==> src/rtl/mem_bus_pkg.sv <==
// mem_bus_pkg: shared types for the memory-port arbiter.
// Requester ids, default queue depth and tracking-queue entry.
package mem_bus_pkg;

  localparam logic REQ_DATA  = 1'b0;
  localparam logic REQ_FETCH = 1'b1;

  localparam int MAX_OUT_DEF = 4;

  typedef struct packed {
    logic id;
    logic discard;
  } q_ent_t;

endpackage

==> src/rtl/mem_req_queue.sv <==
// mem_req_queue: in-order tracking FIFO of {id, discard} entries.
// Ports: push/push_id in, pop in, cancel in (mark fetches), head/full/empty out.
module mem_req_queue
  import mem_bus_pkg::*;
#(
  parameter int DEPTH = MAX_OUT_DEF
) (
  input  logic   clk,
  input  logic   rst_n,
  input  logic   push,
  input  logic   push_id,
  input  logic   pop,
  input  logic   cancel,
  output q_ent_t head,
  output logic   full,
  output logic   empty
);

  localparam int AW = $clog2(DEPTH);

  q_ent_t        mem [DEPTH];
  logic [AW-1:0] wr_ptr;
  logic [AW-1:0] rd_ptr;
  logic [AW:0]   count;

  assign head  = mem[rd_ptr];
  assign full  = (count == (AW+1)'(DEPTH));
  assign empty = (count == '0);

  always_ff @(posedge clk) begin
    if (!rst_n) begin
      wr_ptr <= '0;
      rd_ptr <= '0;
      count  <= '0;
      for (int i = 0; i < DEPTH; i++)
        mem[i] <= '0;
    end else begin
      // Stale slots may also get marked; a push rewrites the whole entry.
      for (int i = 0; i < DEPTH; i++)
        if (cancel && mem[i].id == REQ_FETCH)
          mem[i].discard <= 1'b1;
      if (push) begin
        mem[wr_ptr].id      <= push_id;
        mem[wr_ptr].discard <= cancel && push_id == REQ_FETCH;
        wr_ptr <= wr_ptr + 1'b1;
      end
      if (pop)
        rd_ptr <= rd_ptr + 1'b1;
      case ({push, pop})
        2'b10:   count <= count + 1'b1;
        2'b01:   count <= count - 1'b1;
        default: count <= count;
      endcase
    end
  end

endmodule

==> src/rtl/mem_bus_arbiter.sv <==
// mem_bus_arbiter: data/fetch 2:1 arbiter onto one SRAM-like port.
// d_*/i_* requester ports, m_* downstream port, resp_err sticky flag.
module mem_bus_arbiter
  import mem_bus_pkg::*;
#(
  parameter int ADDR_WIDTH = 32,
  parameter int DATA_WIDTH = 32,
  parameter int MAX_OUT    = MAX_OUT_DEF
) (
  input  logic                    clk,
  input  logic                    rst_n,
  input  logic                    d_req,
  input  logic                    d_wr,
  input  logic [ADDR_WIDTH-1:0]   d_addr,
  input  logic [DATA_WIDTH-1:0]   d_wdata,
  input  logic [DATA_WIDTH/8-1:0] d_wstrb,
  output logic                    d_addr_ok,
  output logic                    d_data_ok,
  output logic [DATA_WIDTH-1:0]   d_rdata,
  input  logic                    i_req,
  input  logic [ADDR_WIDTH-1:0]   i_addr,
  output logic                    i_addr_ok,
  output logic                    i_data_ok,
  output logic [DATA_WIDTH-1:0]   i_rdata,
  input  logic                    i_cancel,
  output logic                    m_req,
  output logic                    m_wr,
  output logic [ADDR_WIDTH-1:0]   m_addr,
  output logic [DATA_WIDTH-1:0]   m_wdata,
  output logic [DATA_WIDTH/8-1:0] m_wstrb,
  input  logic                    m_addr_ok,
  input  logic                    m_data_ok,
  input  logic [DATA_WIDTH-1:0]   m_rdata,
  output logic                    resp_err
);

  logic   lock_v;
  logic   lock_id;
  logic   lock_v_n;
  logic   lock_id_n;
  logic   lock_hold;
  logic   gnt_v;
  logic   gnt_id;
  q_ent_t head;
  logic   q_full;
  logic   q_empty;
  logic   q_push;
  logic   q_pop;

  always_ff @(posedge clk) begin
    if (!rst_n) begin
      lock_v  <= 1'b0;
      lock_id <= REQ_DATA;
    end else begin
      lock_v  <= lock_v_n;
      lock_id <= lock_id_n;
    end
  end

  // A stalled grant stays locked until the bridge accepts it.
  always_comb begin
    lock_v_n  = gnt_v && !m_addr_ok;
    lock_id_n = gnt_id;
  end

  always_comb begin
    lock_hold = lock_v &&
      (lock_id == REQ_FETCH ? i_req : d_req);
    gnt_v  = 1'b0;
    gnt_id = REQ_DATA;
    if (q_full) begin
      gnt_v = 1'b0;
    end else if (lock_hold) begin
      gnt_v  = 1'b1;
      gnt_id = lock_id;
    end else if (d_req) begin
      gnt_v  = 1'b1;
      gnt_id = REQ_DATA;
    end else if (i_req) begin
      gnt_v  = 1'b1;
      gnt_id = REQ_FETCH;
    end
    m_req = gnt_v;
    if (gnt_id == REQ_FETCH) begin
      m_wr    = 1'b0;
      m_addr  = i_addr;
      m_wdata = '0;
      m_wstrb = '0;
    end else begin
      m_wr    = d_wr;
      m_addr  = d_addr;
      m_wdata = d_wdata;
      m_wstrb = d_wstrb;
    end
    d_addr_ok = gnt_v && gnt_id == REQ_DATA && m_addr_ok;
    i_addr_ok = gnt_v && gnt_id == REQ_FETCH && m_addr_ok;
  end

  assign q_push = m_req && m_addr_ok;
  assign q_pop  = m_data_ok && !q_empty;

  mem_req_queue #(
    .DEPTH (MAX_OUT)
  ) u_queue (
    .clk     (clk),
    .rst_n   (rst_n),
    .push    (q_push),
    .push_id (gnt_id),
    .pop     (q_pop),
    .cancel  (i_cancel),
    .head    (head),
    .full    (q_full),
    .empty   (q_empty)
  );

  // A cancel in the pop cycle still kills that fetch response.
  assign d_data_ok = q_pop && head.id == REQ_DATA;
  assign i_data_ok = q_pop && head.id == REQ_FETCH &&
                     !head.discard && !i_cancel;
  assign d_rdata   = m_rdata;
  assign i_rdata   = m_rdata;

  always_ff @(posedge clk) begin
    if (!rst_n)
      resp_err <= 1'b0;
    else if (m_data_ok && q_empty)
      resp_err <= 1'b1;
  end

endmodule

==> config.mk <==
export PLATFORM = sky130hd
export DESIGN_NAME = mem_bus_arbiter
export DESIGN_NICKNAME = d
export VERILOG_FILES = /design/src/rtl/mem_bus_pkg.sv /design/src/rtl/mem_req_queue.sv /design/src/rtl/mem_bus_arbiter.sv
export SDC_FILE = /design/constraint.sdc
export NUM_CORES = 1
export LEC_CHECK = 0
export ABC_CLOCK_PERIOD_IN_PS = 3950
export CORE_AREA = 2 2 107 109
export CTS_CLUSTER_DIAMETER = 80
export DETAILED_ROUTE_END_ITERATION = 6
export DIE_AREA = 0 0 109 111
export PLACE_DENSITY_LB_ADDON = 0.15
export SYNTH_ARGS = -nofsm -noshare
export SYNTH_HDL_FRONTEND = slang
export SYNTH_HIERARCHICAL = 1
export SYNTH_SLANG_ARGS = --single-unit
export TNS_END_PERCENT = 5
==> constraint.sdc <==
create_clock -name clk -period 3.95 [get_ports clk]
set_input_delay 0.5925 -clock clk [delete_from_list [all_inputs] [get_ports clk]]
set_output_delay 0.5925 -clock clk [all_outputs]
set_load 0.05 [all_outputs]
==> qor.csv <==
metric,value,unit
critical path launch point type,input port,
"commonest non-fill, non-tap cells in the layout","clkdlybuf4s50_1 (180), nor2b_1 (39), mux2_2 (28)",
multiplexer area fraction after synthesis,0.197,
final layout net count,502,
M1 wire length,3130,um
final setup TNS,0,ns
max-cap violation count,0,
CTS sink cnt,20,
CP Max Fanout,29,
CP peak stage delay,0.70,ns
hold slack,0.443,ns
Peak Freq,294,MHz
"Setup violations, final",0,
Starting Density,0.190,
Max Used Layer,met4,
Detailed Routing Iterations Pass 1,4,
Crit-path slowest cell,clkdlybuf4s50_1,
Clock transition at path regs,0.06,ns
Post-synth EDFFs,4,
total grt overflow,0,
Worst Hold Class,reg2reg,
wire length per cell,16.1,um
CP Launch Point,i_req,
Final Hold Fails,0,
"area leader, netlist",buf_4,
worst slew pin tran,0.649,ns
Compound-Gate Fraction of Synth Area,0.0516,
origin of the critical flop-to-flop path,u_queue/count[0]$_SDFFE_PN0P_,
worst-skew pair later-pin latency,0.25,ns
first-pass GRT wire length,11700,um
dpl ws,0.550,ns
vias in the first global route,2043,
DPL Wire Length,6580,um
kind of critical path,in2out,
DRC violations left,0,
WP data required,3.36,ns
Post-Synthesis Cells,239,
Die Span Y,111,um
Port Buffers,182,
worst path cell trace,"clkdlybuf4s50_1, nand2b_4, a21oi_4, buf_4, mux2_2, clkdlybuf4s50_1",
"most common cell after layout, fill and taps aside",clkdlybuf4s50_1,
Synth Area in XOR/XNOR,0.0208,
cell family with most CP delay,buffers and inverters,
cts bufs inserted,3,
post-synthesis cell area,2110,sq um
Clock Skew,0.00432,ns
post-CTS sizing,0,
"Design Area, Final",3690,sq um
Area Overhead vs Synth,75.3,%
Post-Synth Simple-Gate Area,0.202,
Avg Vias per Cell,3.93,
# fillers,1183,
Placed Instance Area,3590,sq um
CTS tree,built,
Top-Level Pins,279,
vias,1958,
main combinational cell family by area after synthesis,buffers and inverters,
Antenna Nets Post-Route,0,
final slew viol count,0,
CP endpoint kind,output port,
pin count of the biggest net entering global routing,48,
Crit path buffers/inverters,3,
Async SR Flop Fraction,0,
Synth Flop Type,dfxtp_1,
Root Buffer,clkbuf_16,
# H-tree levels,1,
WL final,8010,um
Adder-Cell Fraction of Synth Area,0.0392,
Tmin final,3.40,ns
n_diodes,0,
drt initial violations,52,
CP arrival,2.81,ns
WL met3,1160,um
status,"complete, no violations",
library cells used by synthesis,37,
syn_nets,385,
die width,109,um
Syn Area/Cell,8.82,sq um
final worst setup slack,0.551,ns
Placer Congestion,0.725,
hold path start,u_queue/mem[1][0]$_DFF_P_,
CTS Buffer Depth,2,
Post-CTS Setup Inserts,0,
critical path's most frequent cell,clkdlybuf4s50_1,
post-synth top area share,0.235,
PwrDens,398,nW/um^2
sequential fraction of the synthesis area,0.209,
antenna violations before repair,0,
worst IR drop on VDD,253,uV
core box area,11100,sq um
share of cells above drive strength 1,0.121,
Yosys reg bits,20,
Tcrit/Tclk final,0.861,
"Hold-fix buffers, CTS",0,
synth warn,6,
P_leak,0.00137,uW
GRT Util Overall,0.127,
DIE AREA,12100,sq um
WL met2,3660,um
Slew headroom,0.566,
unrepaired setup endpoints after global routing,false,
std cell rows,39,
synth top area cells,"buf_4 (24%), dfxtp_1 (15%), mux2_2 (15%), nor2b_1 (12%), edfxtp_1 (5.7%)",
power by group:
group | switching (uW) | internal [uW]
logic | 532 | 379
registers | 28.2 | 251
clock network | 79.2 | 201
worst paths after layout:
path / end / slack, ns / depth (start not counted)
setup / recovery: m_addr[10] / 0.55 / 6
hold / removal: u_queue/mem[1][0]$_DFF_P_ / 0.44 / 2
setup reg to reg: u_queue/count[2]$_SDFFE_PN0P_ / 1.33 / 12
hold reg to reg: u_queue/mem[1][0]$_DFF_P_ / 0.44 / 2
cells by family after synthesis:
group,Yosys count
buffers and inverters,84
AND/OR/NAND/NOR,73
multiplexers,35
flip-flops,20
AO/OA/AOI/OAI,16
adder cells (fa/ha/maj),6
XOR/XNOR,5
synth_stat cells, types with 2 or more instances:
master    count
and4_1        3
mux2_1        4
buf_4        66
inv_1        10
buf_2         4
edfxtp_1      4
a21oi_1       6
nand3_1       3
xnor2_1       2
and2_1        3
buf_6         3
ha_1          5
o21ai_0       3
nor2_1        9
dfxtp_1      16
mux2_2       28
mux4_2        2
nand2_1       9
xor2_1        3
nor2b_1      39
through the flow:
step	power (uW)	utilization	std cells
finish	1470	0.334	498
global route	1550	0.334	498
CTS	1490	0.334	498
detailed placement	1200	0.324	494
global placement	1200	0.324	494
floorplan	1040	-	239
metal layers:
layer  vias up  global-route usage
li1        945                   -
met1       881               0.151
met2       124               0.202
met3         8              0.0653
met4         0              0.0256
met5         -                   0
flip-flops by register name, indices dropped and copies added, names as in the netlist, named ones only:
name / cells
u_queue/mem: 8
u_queue/count: 3
u_queue/rd_ptr: 2
u_queue/wr_ptr: 2
lock_id: 1
lock_v: 1
resp_err: 1
final cells by class:
cell class | instances | area [sq um] | share of cell area
inverters | 11 | 41.3 | 0.0112
well taps | 143 | 179 | 0.0484
flip-flops and latches | 20 | 440 | 0.119
multi-input cells | 135 | 1080 | 0.292
clock inverters | 1 | 30.0 | 0.00813
clock buffers | 3 | 75.1 | 0.0203
repair buffers | 185 | 1850 | 0.501
tightest hold or removal path: stages, from the launching register on:
cell,delay [ns]
dfxtp_1,0.31
nand2_1,0.05
o21ai_1,0.05
No activity file was read; power rests on OpenSTA's default activity.
